<file path="config.mk">
export PLATFORM = sky130hd
export DESIGN_NAME = siso_shift_ctrl_flat
export DESIGN_NICKNAME = d
export VERILOG_FILES = /design/src/rtl/siso_shift_ctrl_if.sv /design/src/rtl/siso_shift_ctrl.sv /design/src/flat_wrapper.sv
export SDC_FILE = /design/constraint.sdc
export NUM_CORES = 1
export LEC_CHECK = 0
export BUFFER_PORTS_ARGS = -buffer_cell sky130_fd_sc_hd__clkbuf_2
export CORE_MARGIN = 2
export CORE_UTILIZATION = 56
export CTS_CLUSTER_DIAMETER = 50
export DETAILED_ROUTE_END_ITERATION = 10
export PLACE_DENSITY_LB_ADDON = 0.15
export SETUP_SLACK_MARGIN = 0.1
export SYNTH_ARGS = -nofsm -noshare
export SYNTH_HDL_FRONTEND = slang
export SYNTH_SLANG_ARGS = --single-unit
</file>
<file path="constraint.sdc">
create_clock -name clk -period 2.5 [get_ports clk]
set_input_delay 0.5 -clock clk [delete_from_list [all_inputs] [get_ports clk]]
set_output_delay 0.5 -clock clk [all_outputs]
set_load 0.01 [all_outputs]
</file>
<file path="src/rtl/siso_shift_ctrl_if.sv">
// Parallel handshake plus shift-register link between siso_shift_ctrl and its surroundings.
// Build option SISO_CTRL_CHECK_EN adds the sticky loopback mismatch flag.
interface siso_shift_ctrl_if #(
  parameter int WIDTH = 4
);
  logic             in_valid;
  logic [WIDTH-1:0] in_data;
  logic             in_ready;
  logic             sr_serial_in;
  logic             sr_serial_out;
  logic             out_valid;
  logic [WIDTH-1:0] out_data;
  logic             busy;
`ifdef SISO_CTRL_CHECK_EN
  logic             mismatch;

  modport master (
    input  in_valid, in_data, sr_serial_out,
    output in_ready, sr_serial_in, out_valid, out_data, busy, mismatch
  );

  modport slave (
    output in_valid, in_data, sr_serial_out,
    input  in_ready, sr_serial_in, out_valid, out_data, busy, mismatch
  );
`else
  modport master (
    input  in_valid, in_data, sr_serial_out,
    output in_ready, sr_serial_in, out_valid, out_data, busy
  );

  modport slave (
    output in_valid, in_data, sr_serial_out,
    input  in_ready, sr_serial_in, out_valid, out_data, busy
  );
`endif
endinterface

</file>
<file path="src/rtl/siso_shift_ctrl.sv">
// Serialises a parallel word MSB-first into a DEPTH-stage SISO register and reassembles it on return.
// Build option SISO_CTRL_CHECK_EN compares the returned word against the sent word (sticky mismatch).
module siso_shift_ctrl #(
  parameter int WIDTH = 4,
  parameter int DEPTH = 4
) (
  input  logic              clk,
  input  logic              reset,
  siso_shift_ctrl_if.master bus
);

  localparam int CW = $clog2(WIDTH + DEPTH);
  localparam logic [CW-1:0] LastShift = CW'(WIDTH - 1);
  localparam logic [CW-1:0] FirstCap  = CW'(DEPTH);
  localparam logic [CW-1:0] LastCnt   = CW'(WIDTH + DEPTH - 1);

  typedef enum logic [1:0] {
    Idle,
    Shift,
    Drain
  } state_e;

  state_e           state_q;
  logic [CW-1:0]    cnt_q;
  logic [WIDTH-1:0] tx_q;
  logic [WIDTH-1:0] rx_q;
  logic [WIDTH-1:0] rx_d;
  logic [WIDTH-1:0] out_data_q;
  logic             out_valid_q;
`ifdef SISO_CTRL_CHECK_EN
  logic [WIDTH-1:0] chk_q;
  logic             mismatch_q;
`endif

  // rx_d is the receive word including the bit arriving at this edge, so completion can publish it directly.
  assign rx_d = {rx_q[WIDTH-2:0], bus.sr_serial_out};

  always_ff @(posedge clk) begin
    if (reset) begin
      state_q     <= Idle;
      cnt_q       <= '0;
      tx_q        <= '0;
      rx_q        <= '0;
      out_data_q  <= '0;
      out_valid_q <= 1'b0;
`ifdef SISO_CTRL_CHECK_EN
      chk_q       <= '0;
      mismatch_q  <= 1'b0;
`endif
    end else begin
      out_valid_q <= 1'b0;
      unique case (state_q)
        Idle: begin
          if (bus.in_valid) begin
            tx_q    <= bus.in_data;
            cnt_q   <= '0;
            state_q <= Shift;
`ifdef SISO_CTRL_CHECK_EN
            chk_q   <= bus.in_data;
`endif
          end
        end
        Shift, Drain: begin
          cnt_q <= cnt_q + CW'(1);
          if (state_q == Shift) begin
            tx_q <= {tx_q[WIDTH-2:0], 1'b0};
            if (cnt_q == LastShift) state_q <= Drain;
          end
          // Capture may overlap Shift when the register is shorter than the word.
          if (cnt_q >= FirstCap) rx_q <= rx_d;
          if (cnt_q == LastCnt) begin
            out_data_q  <= rx_d;
            out_valid_q <= 1'b1;
            state_q     <= Idle;
`ifdef SISO_CTRL_CHECK_EN
            mismatch_q  <= mismatch_q | (rx_d != chk_q);
`endif
          end
        end
        default: state_q <= Idle;
      endcase
    end
  end

  assign bus.in_ready     = (state_q == Idle);
  assign bus.busy         = (state_q != Idle);
  assign bus.sr_serial_in = (state_q == Shift) & tx_q[WIDTH-1];
  assign bus.out_valid    = out_valid_q;
  assign bus.out_data     = out_data_q;
`ifdef SISO_CTRL_CHECK_EN
  assign bus.mismatch     = mismatch_q;
`endif

endmodule

</file>
<file path="src/flat_wrapper.sv">
// flat-port wrapper written by rule: the top's interface ports become plain ports
module siso_shift_ctrl_flat 
#(
  parameter int WIDTH = 4,
  parameter int DEPTH = 4
)
  (clk, reset, bus_in_valid, bus_in_data, bus_sr_serial_out, bus_in_ready, bus_sr_serial_in, bus_out_valid, bus_out_data, bus_busy);
  siso_shift_ctrl_if #(.WIDTH(WIDTH)) bus_i ();
  input  logic clk;
  input  logic reset;
  input wire logic [$bits(bus_i.in_valid)-1:0] bus_in_valid;
  input wire logic [$bits(bus_i.in_data)-1:0] bus_in_data;
  input wire logic [$bits(bus_i.sr_serial_out)-1:0] bus_sr_serial_out;
  output wire logic [$bits(bus_i.in_ready)-1:0] bus_in_ready;
  output wire logic [$bits(bus_i.sr_serial_in)-1:0] bus_sr_serial_in;
  output wire logic [$bits(bus_i.out_valid)-1:0] bus_out_valid;
  output wire logic [$bits(bus_i.out_data)-1:0] bus_out_data;
  output wire logic [$bits(bus_i.busy)-1:0] bus_busy;
  assign bus_i.in_valid = bus_in_valid;
  assign bus_i.in_data = bus_in_data;
  assign bus_i.sr_serial_out = bus_sr_serial_out;
  assign bus_in_ready = bus_i.in_ready;
  assign bus_sr_serial_in = bus_i.sr_serial_in;
  assign bus_out_valid = bus_i.out_valid;
  assign bus_out_data = bus_i.out_data;
  assign bus_busy = bus_i.busy;
  siso_shift_ctrl #(.WIDTH(WIDTH), .DEPTH(DEPTH)) u_core (.clk(clk), .reset(reset), .bus(bus_i));
endmodule
</file>
Yosys cells after proc, flatten, opt, wreduce, memory -nomap -nowiden --
Index checks and enable logic that the tools add are counted.
Storage, ports and cells: register bits after elaboration 17
Operators by class: reductions and logical operators 10, add/subtract/negate cells 1, bitwise logic cells 2, equality and inequality tests 8, order comparisons 1, mux-type cells 11
Operators by type and width (count):
- $mux W2 | 4
- $mux W4 | 2
- $pmux W4 S2 | 1
- $ne A3 B1 Y1 const B | 2
- $pmux W3 S2 | 1
- $reduce_and A2 Y1 | 3
- $reduce_and A3 Y1 | 2
- $pmux W2 S2 | 1
- $reduce_bool A2 Y1 | 2
- $reduce_or A2 Y1 | 2
- $add A3 B1 Y3 const B | 1
- $eq A3 B2 Y1 const B | 1
- $eq A3 B3 Y1 const B | 1
- $ge A3 B3 Y1 const B | 1
- $mux W3 | 1
- $eq A2 B1 Y1 const B | 1
- $eq A2 B2 Y1 const B | 1
- $logic_not A2 Y1 | 1
- $ne A2 B1 Y1 const B | 1
- $ne A2 B2 Y1 const B | 1
- $and A1 B1 Y1 | 1
- $mux W1 | 1
- $not A1 Y1 | 1

Longest topological paths before layout --
depth after elaboration 5, mapped depth 6, depth with buffers taken out 5

Worst setup path after synthesis --
OpenSTA, ideal clock, no wires.
kind flip-flop to flip-flop, start register u_core.state_q[0], end register u_core.cnt_q[2], buffers on the path 0, setup time 0.070 ns, cell stages (with the launch flop) 6, arrival time 1.419 ns, required time 2.430 ns, slack 1.012 ns, cells stage by stage dfxtp_1 inv_1 ha_1 nor2b_4 or4b_1 a21oi_1
On the way: elaborated cells on any way between the ends 8
RTL lines:
- start, declared | RTL line siso_shift_ctrl.sv:23 | state_e state_q;
- start signal, assigned | RTL line siso_shift_ctrl.sv:40 | state_q <= Idle;
- start signal, assigned | RTL line siso_shift_ctrl.sv:57 | state_q <= Shift;
- start signal, assigned | RTL line siso_shift_ctrl.sv:67 | if (cnt_q == LastShift) state_q <= Drain;
- $logic_not A2 Y1 (*)
- via bus_in_ready | RTL line flat_wrapper.sv:14 | output wire logic [$bits(bus_i.in_ready)-1:0] bus_in_ready;
- $ne A2 B2 Y1 (no line) / $reduce_bool A2 Y1 (equally long branches)
- $reduce_and A2 Y1 (no line)
- end signal, assigned | RTL line siso_shift_ctrl.sv:64 | cnt_q <= cnt_q + CW'(1);
- end, declared | RTL line siso_shift_ctrl.sv:24 | logic [CW-1:0] cnt_q;
Mark *: on every way through the listed nets, which the timed path passes. The rest lies on a longest branch. A chain may end at the register's enable or synchronous reset.

Worst setup path after layout --
start register u_core.state_q[0], end register u_core.state_q[0]
On the way: word-level cells in the longest chain between the ends 4, elaborated cells on any way between the ends 9
RTL lines:
- $eq A2 B2 Y1 / $eq A2 B1 Y1 (equally long branches) | RTL line siso_shift_ctrl.sv:52, siso_shift_ctrl.sv:65
- $reduce_or A2 Y1 | RTL line siso_shift_ctrl.sv:52 | unique case (state_q)
- $ne A3 B1 Y1 (no line)
- $reduce_and A3 Y1 (no line)
Parallel ways exist; a longest one is shown, timed or not.

==> run_results.csv <==
group,metric,value,unit
status,result_of_the_run,"finished, final reports clean",
global_route,grt.overflow.total,0,
detailed_routing,wl_per_cell,12.5,um
layout,drive_above_1_share,0.198,
sta,totalNegativeSetupSlack,0,ns
clock_network,worstSkewPairLatency,0.29,ns
logic_synthesis,ys.flop_type,"sky130_fd_sc_hd__dfxtp_1",
detailed_routing,drc,0,
hold_path,hold_path.class,"in -> reg",
die,core_region_area,0.00147,mm^2
clock_network,clock_tree_from_tritoncts,"done",
sta,setup_repair_after_global_routing_missed_its_margin,"no",
sta,timing.final.max_slew_violations,0,
critical_path,internal_reg_to_reg_setup_slack,0.66,ns
clock_network,cts_setup_buffers,0,
clock_network,tritoncts.num_buffers,3,
critical_path,critical_path_class,"reg -> reg",
layout,leading_cell_types_in_the_layout_fill_and_taps_excluded,"sky130_fd_sc_hd__dfxtp_1, sky130_fd_sc_hd__a21oi_1, sky130_fd_sc_hd__clkbuf_2",
logic_synthesis,postSynth.asyncResetShare,0,
clock_network,holdBufCountCts,0,
detailed_routing,postRouteWirelength,1590,um
detailed_routing,drt-pass1-iter-count,4,
power,total_leakage_power,0.412,nW
logic_synthesis,synthesis.yosys.warnings,0,
die,fp-row-count,14,
clock_network,clock_path_buffers,2,
logic_synthesis,synth-seq-area-share,0.394,
die,fp.dieH,43.3,um
logic_synthesis,synth.ff_latch_count,17,
critical_path,path_max_fanout,12,
critical_path,cp-startpoint,"u_core.state_q[0]$_SDFFE_PP0P_",
detailed_routing,routed_via_density,5.57,
layout,layout-area-overhead-vs-synth,12.0,%
logic_synthesis,synthesis.area,865,um^2
critical_path,crit-reg2reg-launch,"u_core.state_q[0]$_SDFFE_PP0P_",
clock_network,cts-resized-gates,0,
die,area_of_the_die,0.00187,mm^2
critical_path,cp_data_arrival_time,2.07,ns
clock_network,sink_count_of_the_clock_tree,17,
die,boundaryPins,16,
logic_synthesis,netlist-cell-type-count,25,
clock_network,cts.root.buffer_cell,"sky130_fd_sc_hd__clkbuf_4",
place,port-buffer-count,15,
logic_synthesis,synthesis.nets,113,
logic_synthesis,synth-edff-count,0,
detailed_routing,drt-initial-drc-count,12,
clock_network,cts.clk_slew.worst_paths,0.10,ns
logic_synthesis,avgSynthCellArea,9.01,um^2
power,ir_drop,494,uV
layout,final_util,0.658,
critical_path,timing.rr.end,"u_core.state_q[0]$_SDFFE_PP0P_",
layout,nets_final,129,
sta,finalHoldViolCount,0,
place,gpl_wtd_cong,0.781,
global_route,track_usage,0.175,
global_route,grt_first_pass_wirelength,2430,um
detailed_routing,vias,708,
sta,relSlewSlack,0.778,
critical_path,crit_chain,"inv_1 -> ha_1 -> buf_4 -> nor3b_1 -> o31ai_1 -> a21oi_1",
critical_path,critPathLaunchType,"flop",
global_route,grt_antenna_before_repair,0,
critical_path,critical_path.max_stage_delay,0.48,ns
sta,max_clock_freq,0.543,GHz
layout,layout.cells.most_common,"sky130_fd_sc_hd__dfxtp_1",
die,floorplan.initialDensity,0.588,
sta,final_period_minus_worst_setup_slack,1.84,ns
power,power_density,944,mW/mm^2
job,max-cap-violations,0,
sta,skew,0.00748,ns
layout,antenna_cells,0,
die,fp.dieW,43.3,um
global_route,grt_pass1_vias,616,
sta,worst-slew-pin-transition,0.334,ns
critical_path,crit_path_top_delay_cell,"sky130_fd_sc_hd__ha_1",
place,dp.final_hpwl,1170,um
sta,timing.final.setup_violations,0,
logic_synthesis,synth_cells,96,
global_route,grt_max_degree,18,
critical_path,critical_path.endpoint_type,"flop",
critical_path,worst-endpoint-required,2.72,ns
detailed_routing,ant_nets,0,
critical_path,crit_path_end,"u_core.state_q[0]$_SDFFE_PP0P_",
clock_network,cts.htree.levels,1,
critical_path,rr_worst_depth,6,
sta,timing.final.crit_share,0.737,
-- cell usage after synthesis, types with 2 or more instances --
cell type | instances | share of area
sky130_fd_sc_hd__o31ai_1 | 3 | 0.026
sky130_fd_sc_hd__nand3_1 | 7 | 0.041
sky130_fd_sc_hd__inv_1 | 4 | 0.017
sky130_fd_sc_hd__nand4_1 | 2 | 0.014
sky130_fd_sc_hd__buf_2 | 3 | 0.017
sky130_fd_sc_hd__nand4b_1 | 2 | 0.020
sky130_fd_sc_hd__or4b_1 | 2 | 0.023
sky130_fd_sc_hd__nor3b_1 | 2 | 0.017
sky130_fd_sc_hd__o21ai_0 | 3 | 0.017
sky130_fd_sc_hd__nand2_1 | 10 | 0.043
sky130_fd_sc_hd__a311oi_1 | 3 | 0.030
sky130_fd_sc_hd__dfxtp_1 | 17 | 0.39
sky130_fd_sc_hd__mux2i_1 | 3 | 0.035
sky130_fd_sc_hd__a21oi_1 | 16 | 0.093
sky130_fd_sc_hd__ha_1 | 9 | 0.13
-- how the worst min path moves through the flow --
stage	from	end	slack (ns)	cells past startpoint
detailed placement	u_core.bus.out_data[2]$_SDFFE_PP0P_	u_core.bus.out_data[2]$_SDFFE_PP0P_	0.45	2
finish	bus_in_data[0]	u_core.tx_q[0]$_SDFFE_PP0P_	0.46	3
floorplan	u_core.rx_q[2]$_SDFFE_PP0P_	u_core.rx_q[2]$_SDFFE_PP0P_	0.44	2
CTS	bus_in_data[0]	u_core.tx_q[0]$_SDFFE_PP0P_	0.45	3
global route	bus_in_data[0]	u_core.tx_q[0]$_SDFFE_PP0P_	0.48	3
global placement	u_core.bus.out_data[0]$_SDFFE_PP0P_	u_core.bus.out_data[0]$_SDFFE_PP0P_	0.44	2
-- worst max-delay path: cells and delay by family, from the launching register on --
kind / cells / cell delay (ns)
flops: 1 / 0.40
simple gates: 1 / 0.29
fa+ha+maj: 1 / 0.48
compound gates: 2 / 0.27
buf+inv: 2 / 0.33
-- metrics by stage --
step                std cells  setup WS [ns]  power [mW]  hold WS [ns]  instance area [um^2]
finish                    127          0.657       0.914         0.459                   968
global route              127          0.533       0.980         0.476                   968
CTS                       127          0.653       0.921         0.455                   968
detailed placement        123          0.680       0.775         0.450                   941
global placement          123          0.782       0.761         0.444                   941
floorplan                  96           1.01       0.690         0.437                   865
-- cell type report --
cell class,count,area [um^2]
Multi-Input combinational cell,70,483
Tap cell,16,20.0
Timing Repair Buffer,16,82.6
Inverter,4,15.0
Sequential cell,17,340
Clock inverter,1,5.00
Fill cell,130,503
Clock buffer,3,22.5
-- flip-flops by register name, summed over array words and instances, names as in the netlist --
name / count
u_core.cnt_q: 3
u_core.bus.out_data: 4
u_core.bus.out_valid: 1
u_core.tx_q: 4
u_core.rx_q: 3
u_core.state_q: 2
-- power by group --
group | internal [mW] | leakage [nW] | switching, mW
Combinational | 0.187 | 0.256 | 0.230
Sequential | 0.319 | 0.138 | 0.0316
Clock | 0.0594 | 0.0177 | 0.0860
-- kinds of logic (layout without fill, tap and decap cells) --
logic type      Yosys count  count (layout)  share of synthesized area
compound gates           25              25                      0.166
fa+ha+maj                 9               9                      0.130
buf+inv                   9              24                     0.0477
flops                    17              17                      0.394
mux                       3               3                     0.0347
simple gates             33              33                      0.227
-- per-layer routing --
| metal | GRT usage | share of wire |
|---|---|---|
| met1 | 0.214 | 0.49 |
| met2 | 0.293 | 0.46 |
| met3 | 0.0255 | 0.028 |
| met4 | 0.0909 | 0.014 |
| met5 | 0 | 0 |
(Power assumes the default switching activity.)
